File: config.mk
export PLATFORM = sky130hd
export DESIGN_NAME = uart_tx_arbiter
export DESIGN_NICKNAME = d
export VERILOG_FILES = /design/src/rtl/uart_tx_arbiter.sv
export SDC_FILE = /design/constraint.sdc
export NUM_CORES = 1
export LEC_CHECK = 0
export ABC_AREA = 1
export BUFFER_PORTS_ARGS = -buffer_cell sky130_fd_sc_hd__buf_2
export CORE_UTILIZATION = 24
export CTS_CLUSTER_SIZE = 8
export DETAILED_ROUTE_END_ITERATION = 6
export SYNTH_ARGS = -nofsm -noshare
export SYNTH_HDL_FRONTEND = slang
export SYNTH_SLANG_ARGS = --single-unit
File: constraint.sdc
create_clock -name i_clk -period 2.1 [get_ports i_clk]
set_input_delay 0.63 -clock i_clk [delete_from_list [all_inputs] [get_ports i_clk]]
set_output_delay 0.63 -clock i_clk [all_outputs]
set_load 0.005 [all_outputs]
File: src/rtl/uart_tx_arbiter.sv
// uart_tx_arbiter: round-robin share of one UART char transmitter.
// The lock is held per message; it is released on the last byte or on timeout.
module uart_tx_arbiter #(
  parameter  int N_REQ   = 4,
  parameter  int TIMEOUT = 4800,
  localparam int ID_W    = $clog2(N_REQ)
) (
  input  logic               i_clk,
  input  logic               i_rst,
  input  logic [N_REQ-1:0]   i_req,
  input  logic [8*N_REQ-1:0] i_data,
  input  logic [N_REQ-1:0]   i_last,
  output logic [N_REQ-1:0]   o_ack,
  output logic               o_tx_start,
  output logic [7:0]         o_tx_char,
  input  logic               i_tx_busy,
  input  logic               i_tx_done,
  output logic               o_grant_valid,
  output logic [ID_W-1:0]    o_grant_id,
  output logic               o_timeout
);

  typedef enum logic [1:0] {
    S_IDLE,
    S_SEND,
    S_WAIT
  } state_e;

  localparam logic [15:0] TO_LIM = 16'(TIMEOUT - 1);
  localparam logic [ID_W-1:0] PTR_RST = ID_W'(N_REQ - 1);

  state_e            state_q, state_d;
  logic [ID_W-1:0]   ptr_q, ptr_d;
  logic [ID_W-1:0]   id_q, id_d;
  logic              gv_q, gv_d;
  logic              last_q, last_d;
  logic [15:0]       cnt_q, cnt_d;
  logic [N_REQ-1:0]  ack_q, ack_d;
  logic              start_q, start_d;
  logic [7:0]        char_q, char_d;
  logic              tmo_q, tmo_d;

  logic [ID_W-1:0]   win;
  logic              any_req;
  logic              req_id;
  logic              start_ok;
  logic              to_hit;

  // Round-robin pick: nearest set request after ptr, with wrap.
  always_comb begin
    win     = ptr_q;
    any_req = |i_req;
    for (int i = N_REQ; i >= 1; i--) begin
      if (i_req[(int'(ptr_q) + i) % N_REQ]) begin
        win = ID_W'((int'(ptr_q) + i) % N_REQ);
      end
    end
  end

  // Holder-side conditions used by both FSM processes.
  always_comb begin
    req_id   = i_req[id_q];
    start_ok = req_id && !i_tx_busy;
    to_hit   = (TIMEOUT != 0) && !req_id &&
               (cnt_q == TO_LIM);
  end

  // State and registered-output storage.
  always_ff @(posedge i_clk) begin
    if (i_rst) begin
      state_q <= S_IDLE;
      ptr_q   <= PTR_RST;
      id_q    <= '0;
      gv_q    <= 1'b0;
      last_q  <= 1'b0;
      cnt_q   <= '0;
      ack_q   <= '0;
      start_q <= 1'b0;
      char_q  <= '0;
      tmo_q   <= 1'b0;
    end else begin
      state_q <= state_d;
      ptr_q   <= ptr_d;
      id_q    <= id_d;
      gv_q    <= gv_d;
      last_q  <= last_d;
      cnt_q   <= cnt_d;
      ack_q   <= ack_d;
      start_q <= start_d;
      char_q  <= char_d;
      tmo_q   <= tmo_d;
    end
  end

  // Next-state: grant, send byte, wait for frame end.
  always_comb begin
    state_d = state_q;
    unique case (state_q)
      S_IDLE: begin
        if (any_req) state_d = S_SEND;
      end
      S_SEND: begin
        if (start_ok)    state_d = S_WAIT;
        else if (to_hit) state_d = S_IDLE;
      end
      S_WAIT: begin
        if (i_tx_done) begin
          state_d = last_q ? S_IDLE : S_SEND;
        end
      end
      default: state_d = S_IDLE;
    endcase
  end

  // Output and datapath next values; pulses default low.
  always_comb begin
    ptr_d   = ptr_q;
    id_d    = id_q;
    gv_d    = gv_q;
    last_d  = last_q;
    cnt_d   = cnt_q;
    ack_d   = '0;
    start_d = 1'b0;
    char_d  = char_q;
    tmo_d   = 1'b0;
    unique case (state_q)
      S_IDLE: begin
        if (any_req) begin
          id_d  = win;
          gv_d  = 1'b1;
          cnt_d = '0;
        end
      end
      S_SEND: begin
        if (start_ok) begin
          start_d     = 1'b1;
          char_d      = i_data[8*id_q +: 8];
          ack_d[id_q] = 1'b1;
          last_d      = i_last[id_q];
          cnt_d       = '0;
        end else if (to_hit) begin
          tmo_d = 1'b1;
          gv_d  = 1'b0;
          ptr_d = id_q;
        end else if (!req_id && cnt_q != 16'hFFFF) begin
          cnt_d = cnt_q + 16'd1;
        end
      end
      S_WAIT: begin
        if (i_tx_done && last_q) begin
          gv_d  = 1'b0;
          ptr_d = id_q;
        end
      end
      default: begin
        gv_d = 1'b0;
      end
    endcase
  end

  assign o_ack         = ack_q;
  assign o_tx_start    = start_q;
  assign o_tx_char     = char_q;
  assign o_grant_valid = gv_q;
  assign o_grant_id    = id_q;
  assign o_timeout     = tmo_q;

endmodule

==> Word level (Yosys, flattened, before mapping) <==
Index checks and enable logic that the tools add are counted.
{ "totals": {"mem_bits_ro": 0, "regBits": 38, "memories": 0, "out_inout_bits": 17, "latchBits": 0, "mem_bits_rw": 0, "word_cells": 108, "in_bits": 44} }
{ "classes": {"n_div": 0, "n_lt_le_gt_ge": 6, "n_mux": 44, "n_eq_ne": 12, "multipliers": 0, "n_shift": 1, "add_sub_neg": 5, "bitwise_logic": 6, "reduce_logical": 24} }
{ "op_table": {"columns": ["operator", "n"], "rows": [
  ["$mux 16", 4],
  ["$pmux 16 s2", 1],
  ["$shiftx 32x6->8", 1],
  ["$mux 2", 11],
  ["$mux 1", 18],
  ["$add 16x1->16 const B", 1],
  ["$eq 16x13->1 const B", 1],
  ["$lt 3x4->1 const B", 4],
  ["$ne 16x16->1 const B", 1],
  ["$bmux 1 s2", 6],
  ["$reduce_and 4->1", 3],
  ["$ne 2x2->1 const B", 5],
  ["$reduce_or 2->1", 5],
  ["$ne 3x3->1 const B", 3],
  ["$pmux 2 s3", 1],
  ["$reduce_or 3->1", 2],
  ["$logic_and 1x1->1", 5],
  ["$add 2x1->2 const B", 2],
  ["$add 2x2->2 const B", 2],
  ["$and 1x1->1 const A", 4],
  ["$pmux 2 s2", 1],
  ["$reduce_and 2->1", 2],
  ["$reduce_bool 2->1", 2],
  ["$reduce_or 4->1", 1],
  ["10 further kinds", 12]
]} }

==> Logic depth before layout (Yosys ltp) <==
Gate-level depths: netlist (run 1).
{ "logic_depth": {"ltp_word": 10, "depth_mapped": 15, "mapped_depth_nobuf": 13} }

==> Worst setup path after synthesis (run 1) <==
Ideal clock, no wire load.
{ "synth_timing": {"path_kind": "input -> register", "start": "input i_req[3]", "end": "register cnt_q[13]", "setup_time_ps": 114, "n_path_buf": 1, "stages": 12, "slack_ps": 508, "required_ps": 1986, "arrival_ps": 1478, "cell_sequence": "nand2_1 > nand2_1 > nand2_2 > nand2_4 > inv_2 > nand2_4 > nand2_4 > nand2_8 > nand2_4 > buf_6 > a21oi_1 > nor2_1"} }
{ "synth_via": {"elab_chain_cells": 6, "word_cells_on_any_way": 13, "cone_classes": "eq/ne: 3; mux: 4; reduce/logical: 6"} }
{ "synth_rtl": {"columns": ["item", "line", "text"], "rows": [
  ["from (decl)", "10", "input logic [N_REQ-1:0] i_req,"],
  ["$bmux 1 s2", "62", "req_id = i_req[id_q];"],
  ["$mux 1 (not written as such)", "62", null],
  ["$logic_not 1->1", "64, 145", null],
  ["$logic_and 1x1->1 (on tied branches)", "145, 64", null],
  ["$ne 3x3->1 (no source line)", null, null],
  ["$reduce_and 4->1 (no source line)", null, null],
  ["to (signal assigned)", "87", "cnt_q <= cnt_d;"],
  ["to (decl)", "37", "logic [15:0] cnt_q, cnt_d;"]
]} }
Several ways; a longest one is shown, not always the timed one. The select of a mux whose other input is x is not followed.
A chain may end at the register's enable or synchronous reset.

==> Worst setup path after layout (run 1) <==
{ "layout_timing": {"start": "register id_q[0] (netlist: o_grant_id[0])", "end": "register cnt_q[2]"} }
{ "layout_via": {"elab_chain_cells": 6, "word_cells_on_any_way": 11, "cone_classes": "eq/ne: 2; mux: 4; reduce/logical: 5"} }
{ "layout_rtl": {"columns": ["item", "line", "text"], "rows": [
  ["from (decl)", "34", "logic [ID_W-1:0] id_q, id_d;"],
  ["from (signal assigned)", "84", "id_q <= id_d;"],
  ["$bmux 1 s2 *", "62", null],
  ["$mux 1 (not written as such) *", "62", null],
  ["$logic_not 1->1", "64, 145", null],
  ["$logic_and 1x1->1 (on tied branches)", "145, 64", null],
  ["$ne 3x3->1 (no source line)", null, null],
  ["$reduce_and 4->1 (no source line)", null, null]
]} }
Every way passes the cells marked *; elsewhere a longest branch is shown, timed or not. The select of a mux whose other input is x is not followed.

==> impl_summary.txt, run 1 <==
----------------------------------------------------
[Run status]
  Result of the run ... finished, final reports clean

[Synthesis]
  Gate Count Post-Synth ... 418
  Largest cells by area after synthesis ... sky130_fd_sc_hd__dfxtp_1 (29%), sky130_fd_sc_hd__nand2_1 (16%), sky130_fd_sc_hd__nand3_1 (12%)
  Synthesized net count ... 463
  Most used DFF post-synth ... sky130_fd_sc_hd__dfxtp_1
  Fraction of post-synthesis cell area in the top cell type by area ... 29.1%
  Warnings, synthesis ... 0
  Syn_area_per_cell ... 6.24 sq um
  Most numerous cell in the Yosys netlist ... sky130_fd_sc_hd__nand2_1
  Fraction of registers with async set/reset ... 0%
  Dominant cell type by area after synthesis ... sky130_fd_sc_hd__dfxtp_1
  Post-synth design cell area ... 2610 sq um
  Most numerous cell types in the synthesized netlist ... sky130_fd_sc_hd__nand2_1 (113), sky130_fd_sc_hd__nand3_1 (63), sky130_fd_sc_hd__inv_1 (46)
  Part of the Yosys area used for sequential elements ... 29.1%
  Synth unique cells ... 31
  Count of state elements after synthesis ... 38
  Number of synthesized flops with an enable pin ... 0

[STA]
  Unrepaired setup endpoints after global routing ... false
  Accumulated negative setup slack ... 0 ns
  Minimum period implied by the final worst setup slack ... 1.85 ns
  Hold Fails Final Rpt ... 0
  Slew HR ... 58.0%
  Period utilization ... 88.2%
  Worst-case clock skew ... 0.00463 ns
  Maximum operating frequency ... 540 MHz
  Final Max Slew Viols ... 0
  Pin slew with the least headroom to its limit ... 0.627 ns
  Number of setup violations in the final report ... 0
  Post-route worst setup slack ... 0.249 ns

[Setup path]
  Data required time at the worst endpoint ... 2.29 ns
  Biggest cell delay along the critical path ... 0.51 ns
  Slowest library cell on the worst path ... sky130_fd_sc_hd__dfxtp_1
  Most numerous cell on the critical path ... sky130_fd_sc_hd__nand2_4
  Setup Crit Path Kind ... reg -> reg
  Type of origin of the critical path ... register
  Arrival @ worst endpoint ... 2.05 ns
  Worst Setup End Kind ... register
  Largest fanout of any net on the critical path ... 16
  Cell chain of the critical path ... inv_4 > nand2_1 > nand2_1 > nand2_2 > nand2_4 > a21oi_4 > nand2_4 > nand2_4 > inv_1 > nor2_1 > nor2_1

[GRT]
  First-pass GRT wire length ... 12400 um
  Overflow left after global routing ... 0
  Global-route usage over all layers ... 13.4%
  Number of antenna violations at the first check in global routing ... 0
  Vias in the first global route ... 2739
  Pin count of the biggest net entering global routing ... 21

[Job]
  Maximum Capacitance Violations ... 0

[Power]
  Overall power after layout ... 3.54 mW
  Leakage Power ... 1.45 nW
  Peak supply drop ... 385 uV
  Ratio of total power to cell area ... 1120 nW/um^2

[Final layout]
  Total number of nets in the final design ... 521
  Ant diodes ... 0
  Synthesis-to-layout area growth ... 21.0%
  Fraction of final layout cells with drive strength greater than 1 ... 22.9%

[Die]
  Count of standard-cell rows ... 37
  Placeable core region ... 10400 sq um
  Effective utilization at floorplan ... 25.1%
  Vertical extent of the die ... 106 um
  Die area ... 11300 sq um
  Ports ... 61
  X dimension of the die ... 106 um

[CTS]
  Clock buffers created by TritonCTS ... 5
  Clock transition at the registers of the reported paths ... 0.08 ns
  CTS root buffer ... sky130_fd_sc_hd__clkbuf_8
  Longest Clk Path Bufs ... 2
  Clock sink total ... 38
  Insertion delay of the later-clocked pin in the worst-skew pair ... 0.29 ns
  # H-tree levels ... 2
  Number of buffers inserted to repair setup after CTS ... 0
  TritonCTS clock tree ... built
  Post-CTS Resized ... 0
  Cts-stage hold buffer count ... 0

[Detailed routing]
  DR vias ... 2885
  DR pass1 iterations ... 4
  First-iteration detailed-routing DRC count ... 122
  Wirelength, routed ... 7080 um
  Via-per-instance ratio ... 4.71
  DRT antenna net count ... 0
  Routed len/inst ... 11.6 um
  Number of design rule violations left after detail routing ... 0

[Placed design]
  Port buffer count ... 60
  Placed wire-length estimate after detailed placement ... 5530 um
  Pre-CTS worst setup slack ... 0.150 ns
  Placer's final routability congestion estimate ... 0.902

[Min path]
  Classification of the worst-slack hold path ... reg -> reg

----------------------------------------------------
-- placed cells by master, fill, tap and decap left out, drive strengths merged --
cell type / count
a21oi: 18
a31oi: 3
buf: 70
bufinv: 1
clkbuf: 5
clkinv: 1
clkinvlp: 2
dfxtp: 38
ha: 1
inv: 50
nand2: 122
nand3: 72
nand4: 19
nor2: 49
nor3: 9
o211ai: 3
o21ai: 10
o31ai: 1
or2: 1
xor2: 2
-- metrics by stage --
| stage | area [sq um] | hold slack [ns] | cells | util [%] |
|---|---|---|---|---|
| floorplan | 2610 | 0.456 | 418 | - |
| global placement | 3050 | 0.448 | 605 | 29.2 |
| detailed placement | 3050 | 0.454 | 605 | 29.2 |
| CTS | 3160 | 0.467 | 613 | 30.3 |
| global route | 3160 | 0.490 | 613 | 30.3 |
| finish | 3160 | 0.464 | 613 | 30.3 |
-- state kept, by name, summed over array words and instances, names as in the netlist --
name           cells
cnt_q             16
last_q             1
o_ack              4
o_grant_id         2
o_grant_valid      1
o_timeout          1
o_tx_char          8
o_tx_start         1
ptr_q              2
state_q            2
-- cells by family after synthesis --
| family | share of synthesized area, % |
|---|---|
| AOI/OAI and AO/OA | 8.10 |
| xor gates and xnor gates | 0.671 |
| adders and majority gates | 0.479 |
| buffers and inverters | 11.6 |
| DFF | 29.1 |
| and+or+nand+nor | 50.0 |
-- critical path, delay by kind of cell, from the launching register on --
family | cells | cell delay, ns
AND/OR/NAND/NOR | 8 | 0.79
flip-flops | 1 | 0.51
buffers and inverters | 2 | 0.25
AO/OA/AOI/OAI | 1 | 0.19
-- report_power, final --
group | switching, mW | total, mW | internal, mW
Clock | 0.281 | 0.635 | 0.353
Combinational | 1.21 | 1.85 | 0.646
Sequential | 0.179 | 1.05 | 0.871
-- worst paths after layout --
| check | slack [ns] | from | depth (start not counted) | endpoint |
|---|---|---|---|---|
| hold / removal | 0.46 | o_tx_char[7] | 2 | o_tx_char[7] |
| setup reg to reg | 0.25 | o_grant_id[0] | 11 | cnt_q[2] |
| hold reg to reg | 0.46 | o_tx_char[7] | 2 | o_tx_char[7] |
| setup / recovery | 0.25 | o_grant_id[0] | 11 | cnt_q[2] |
-- cell type report --
cell class                      count  area (sq um)
Clock inverter                      3          45.0
Sequential cell                    38           761
Inverter                           51           194
Clock buffer                        5          68.8
Fill cell                        1128          7260
Multi-Input combinational cell    310          1550
Tap cell                          136           170
Timing Repair Buffer               70           375
-- layer usage --
layer	GRT usage [%]	wire length, um	up-vias
li1	-	-	1471
met1	17.2	3270	1340
met2	22.2	3320	60
met3	2.27	335	14
met4	5.56	153	0
met5	0	0	-
(Power assumes the default switching activity.)
==> run 2, diff against run 1 <==
RECOVER_POWER = 100   (was default)
==> impl_summary.txt, run 2 (synthesized netlist as in run 1, its figures left out) <==
----------------------------------------------------
[Run status]
  Result of the run ... finished, final reports clean

[Setup path]
  Reg-to-reg critical path startpoint ... o_grant_id[0]
  Setup Crit Path Kind ... reg -> reg
  Data required time at the worst endpoint ... 2.30 ns
  Biggest cell delay along the critical path ... 0.52 ns
  Largest fanout of any net on the critical path ... 16
  Arrival @ worst endpoint ... 2.04 ns
  Worst-case register-to-register setup slack ... 0.25 ns
  Critical path endpoint ... cnt_q[2]
  Critical path launch point ... o_grant_id[0]
  Cell chain of the critical path ... inv_4 > nand2_1 > nand2_1 > nand2_2 > nand2_4 > a21oi_4 > nand2_4 > nand2_4 > inv_1 > nor2_1 > nor2_1
  Type of origin of the critical path ... register
  Worst reg2reg endpoint ... cnt_q[2]
  Worst Setup End Kind ... register
  Most numerous cell on the critical path ... sky130_fd_sc_hd__nand2_4
  Slowest library cell on the worst path ... sky130_fd_sc_hd__dfxtp_1
  Depth of the most critical reg-to-reg path ... 11

[Placed design]
  Pre-CTS worst setup slack ... 0.150 ns
  Placer's final routability congestion estimate ... 0.902
  Placed wire-length estimate after detailed placement ... 5530 um
  Port buffer count ... 60
  Placed instance area ... 3050 sq um

[GRT]
  Number of antenna violations at the first check in global routing ... 0
  First-pass GRT wire length ... 12400 um
  Vias in the first global route ... 2739
  Overflow left after global routing ... 0
  Pin count of the biggest net entering global routing ... 21
  Global-route usage over all layers ... 13.4%

[Die]
  Placeable core region ... 10400 sq um
  Ports ... 61
  Count of standard-cell rows ... 37
  Vertical extent of the die ... 106 um
  X dimension of the die ... 106 um
  Effective utilization at floorplan ... 25.1%
  Die area ... 11300 sq um

[Detailed routing]
  Top routing layer in use ... met4
  DRT antenna net count ... 0
  DR pass1 iterations ... 4
  Number of design rule violations left after detail routing ... 0
  Wirelength, routed ... 7050 um
  DR vias ... 2886
  Routed len/inst ... 11.5 um
  Via-per-instance ratio ... 4.71
  Routed length on met3 ... 329 um
  Metal-1 WL ... 3280 um
  First-iteration detailed-routing DRC count ... 155
  Routed length on met2 ... 3300 um

[CTS]
  Cts-stage hold buffer count ... 0
  Clock transition at the registers of the reported paths ... 0.08 ns
  Insertion delay of the later-clocked pin in the worst-skew pair ... 0.30 ns
  Clock buffers created by TritonCTS ... 5
  Longest Clk Path Bufs ... 2
  Clock sink total ... 38
  CTS root buffer ... sky130_fd_sc_hd__clkbuf_8
  # H-tree levels ... 2
  TritonCTS clock tree ... built
  Post-CTS Resized ... 0
  Number of buffers inserted to repair setup after CTS ... 0

[STA]
  Slew HR ... 58.9%
  Worst-case clock skew ... 0.00430 ns
  Pin slew with the least headroom to its limit ... 0.614 ns
  Period utilization ... 88.0%
  Final Max Slew Viols ... 0
  Number of setup violations in the final report ... 0
  Minimum period implied by the final worst setup slack ... 1.85 ns
  Unrepaired setup endpoints after global routing ... false
  Hold Fails Final Rpt ... 0
  Maximum operating frequency ... 541 MHz
  Accumulated negative setup slack ... 0 ns
  Post-route worst setup slack ... 0.252 ns

[Final layout]
  Leading cell type in the layout, fill and taps excluded ... sky130_fd_sc_hd__nand2_1
  Top reg by flops ... cnt_q
  Area used by sequential logic in the layout ... 761 sq um
  Post-Layout Inst Area ... 3130 sq um
  Synthesis-to-layout area growth ... 20.1%
  Total number of nets in the final design ... 521
  Ant diodes ... 0
  Top library cells by usage in the layout, fill and taps aside ... sky130_fd_sc_hd__nand2_1 (114), sky130_fd_sc_hd__nand3_1 (63), sky130_fd_sc_hd__inv_1 (47), sky130_fd_sc_hd__nor2_1 (45), sky130_fd_sc_hd__buf_2 (45)
  Flip-flop count of the largest register after layout ... 16
  Total area of multi-input combinational cells ... 1540 sq um
  Fraction of final layout cells with drive strength greater than 1 ... 19.1%
  FILL cells ... 1135

[Job]
  Maximum Capacitance Violations ... 0

[Power]
  Peak supply drop ... 384 uV
  Leakage Power ... 1.39 nW
  Ratio of total power to cell area ... 1120 nW/um^2

[Min path]
  Depth of the worst hold-timing path ... 2
  Classification of the worst-slack hold path ... reg -> reg

----------------------------------------------------
## run 2: changes by cell type in the layout (fill, tap and decap cells not counted), sizes merged
cell    delta
clkbuf    +15
buf       -15
## run 2: worst min path at each step
stage / end / start / slack, ns
floorplan: o_tx_char[0] / o_tx_char[0] / 0.46
global placement: o_tx_char[7] / o_tx_char[7] / 0.45
detailed placement: o_tx_char[7] / o_tx_char[7] / 0.45
CTS: o_tx_char[7] / o_tx_char[7] / 0.47
global route: o_tx_char[6] / o_tx_char[6] / 0.49
finish: o_tx_char[7] / o_tx_char[7] / 0.47
## run 2: per-stage QoR
step	util (%)	hold WS [ns]	cells	power, mW
after floorplan	-	0.456	418	2.52
after global placement	29.2	0.448	605	2.88
after detailed placement	29.2	0.454	605	2.92
after CTS	30.3	0.467	613	3.56
after global routing	30.1	0.491	613	3.87
final	30.1	0.466	613	3.52
## run 2: final cells by class
cell class / count / share of cell area, %
timing repair buffer: 70 / 11.4
clock inverter: 3 / 1.44
sequential: 38 / 24.3
clock buffer: 5 / 2.20
inverter: 51 / 6.19
multi-input combinational: 310 / 49.1
tap: 136 / 5.43
## run 2: where the power goes
group	internal [mW]	leakage [nW]	switching (mW)	total (mW)
sequential	0.871	0.309	0.180	1.05
clock	0.353	0.0504	0.282	0.635
combinational	0.633	1.03	1.20	1.83
## run 2: routing by layer
| metal | GRT usage, % | vias to the layer above |
|---|---|---|
| met3 | 2.27 | 14 |
| met5 | 0 | - |
| met4 | 5.56 | 0 |
| met1 | 17.2 | 1333 |
| li1 | - | 1472 |
| met2 | 22.2 | 67 |
## run 2: critical path, delay by kind of cell (launching register included)
kind / cells / cell delay [ns]
flops: 1 / 0.52
buf+inv: 2 / 0.24
compound gates: 1 / 0.19
simple gates: 8 / 0.79
==> run 3, diff against run 2 <==
CORE_MARGIN = 2   (was default)
==> impl_summary.txt, run 3 (synthesized netlist as in run 1, its figures left out) <==
----------------------------------------------------
[Run status]
  Result of the run ... finished, final reports clean

[CTS]
  Cts-stage hold buffer count ... 0
  Clock transition at the registers of the reported paths ... 0.09 ns
  TritonCTS clock tree ... built
  CTS root buffer ... sky130_fd_sc_hd__clkbuf_8
  Post-CTS Resized ... 0
  Longest Clk Path Bufs ... 2
  # H-tree levels ... 2
  Clock buffers created by TritonCTS ... 5
  Insertion delay of the later-clocked pin in the worst-skew pair ... 0.30 ns
  Clock sink total ... 38
  Number of buffers inserted to repair setup after CTS ... 0

[Setup path]
  Critical path launch point ... o_grant_id[0]
  Worst Setup End Kind ... output pin
  Data required time at the worst endpoint ... 1.47 ns
  Type of origin of the critical path ... register
  Largest fanout of any net on the critical path ... 23
  Setup Crit Path Kind ... reg -> out
  Reg-to-reg critical path startpoint ... cnt_q[1]
  Arrival @ worst endpoint ... 1.33 ns

[Die]
  X dimension of the die ... 108 um
  Placeable core region ... 10700 sq um
  Die area ... 11700 sq um
  Count of standard-cell rows ... 38
  Vertical extent of the die ... 108 um
  Ports ... 61
  Effective utilization at floorplan ... 24.3%

[STA]
  Final Max Slew Viols ... 0
  Accumulated negative setup slack ... 0 ns
  Unrepaired setup endpoints after global routing ... false
  Minimum period implied by the final worst setup slack ... 1.96 ns
  Period utilization ... 93.4%
  Slew HR ... 62.0%
  Number of setup violations in the final report ... 0
  Worst-case clock skew ... 0.00616 ns
  Hold Fails Final Rpt ... 0
  Maximum operating frequency ... 510 MHz
  Post-route worst setup slack ... 0.139 ns
  Pin slew with the least headroom to its limit ... 0.567 ns

[Power]
  Ratio of total power to cell area ... 1160 nW/um^2
  Leakage Power ... 1.43 nW
  Net load switching power ... 1.69 mW
  Peak supply drop ... 439 uV
  Share of total power in combinational logic ... 50.0%
  Internal power ... 1.97 mW
  Power share of the clock group ... 21.1%
  Switching part of the total power ... 46.1%
  Sequential power share ... 28.9%

[GRT]
  Number of antenna violations at the first check in global routing ... 0
  Global-route usage over all layers ... 13.1%
  Pin count of the biggest net entering global routing ... 24
  Overflow left after global routing ... 0
  First-pass GRT wire length ... 12400 um
  Vias in the first global route ... 2688

[Min path]
  Hold wc startpoint ... o_tx_char[0]
  Classification of the worst-slack hold path ... reg -> reg

[Detailed routing]
  Number of design rule violations left after detail routing ... 0
  Routed len/inst ... 11.7 um
  First-iteration detailed-routing DRC count ... 186
  DRT antenna net count ... 0
  Via-per-instance ratio ... 4.64
  DR vias ... 2861
  DR pass1 iterations ... 6
  Wirelength, routed ... 7230 um

[Final layout]
  Flip-flop count of the largest register after layout ... 16
  Number of cells in the finished layout apart from fillers ... 617
  Top library cells by usage in the layout, fill and taps aside ... sky130_fd_sc_hd__nand2_1 (115), sky130_fd_sc_hd__nand3_1 (63), sky130_fd_sc_hd__buf_2 (51), sky130_fd_sc_hd__inv_1 (48), sky130_fd_sc_hd__nor2_1 (46)
  Final design utilization ... 29.4%
  Total number of nets in the final design ... 521
  Top reg by flops ... cnt_q
  Ant diodes ... 0
  Synthesis-to-layout area growth ... 21.1%
  FILL cells ... 1238
  Leading cell type in the layout, fill and taps excluded ... sky130_fd_sc_hd__nand2_1
  Fraction of final layout cells with drive strength greater than 1 ... 19.7%

[Job]
  Maximum Capacitance Violations ... 0

[Placed design]
  Placer's final routability congestion estimate ... 0.812
  Cell total after placement ... 609
  Placed wire-length estimate after detailed placement ... 5650 um
  Port buffer count ... 60
  Pre-CTS worst setup slack ... 0.157 ns

----------------------------------------------------
-- run 3: changes by cell type in the layout (fill, tap and decap cells not counted), sizes merged --
cell,change
buf,+4
bufinv,+1
clkbuf,-4
clkinv,+1
clkinvlp,-2
-- run 3: worst paths after layout --
path                         to  slack, ns  cells past startpoint
setup / recovery  o_grant_id[0]       0.14                      2
hold / removal     o_tx_char[0]       0.47                      2
setup reg to reg       cnt_q[0]       0.22                     12
hold reg to reg    o_tx_char[0]       0.47                      2
-- run 3: power groups by stage --
stage	clock [mW]	sequential, mW	combinational (mW)
2_1_floorplan	0	0.981	1.53
3_5_place_dp	0	1.07	1.83
5_1_grt	0.818	1.08	2.07
6_report	0.772	1.05	1.83
3_3_place_gp	0	1.07	1.80
4_1_cts	0.784	1.05	1.85
-- run 3: worst max-delay path: stages (launching register included) --
cell	delay [ns]
sky130_fd_sc_hd__dfxtp_1	0.44
sky130_fd_sc_hd__clkbuf_2	0.41
sky130_fd_sc_hd__buf_2	0.19
-- run 3: final cells by class --
cell class                      instances  area, sq um  area share, %
Sequential cell                        38          761           24.1
Tap cell                              140          175           5.54
Clock inverter                          3         68.8           2.18
Timing Repair Buffer                   70          359           11.4
Inverter                               51          194           6.14
Clock buffer                            5         68.8           2.18
Multi-Input combinational cell        310         1530           48.5
-- run 3: stage by stage --
stage               power [mW]  hold slack, ns  cell area (sq um)
floorplan                 2.52           0.456               2610
global placement          2.87           0.448               3050
detailed placement        2.90           0.455               3050
CTS                       3.69           0.467               3190
global route              3.96           0.498               3160
finish                    3.65           0.468               3160
-- run 3: metal layers --
layer / share of wire [%] / GRT usage [%] / wire length, um
met1: 47 / 16.7 / 3410
met2: 45 / 22.0 / 3280
met3: 4.8 / 2.23 / 348
met4: 2.6 / 5.04 / 187
met5: 0 / 0 / 0
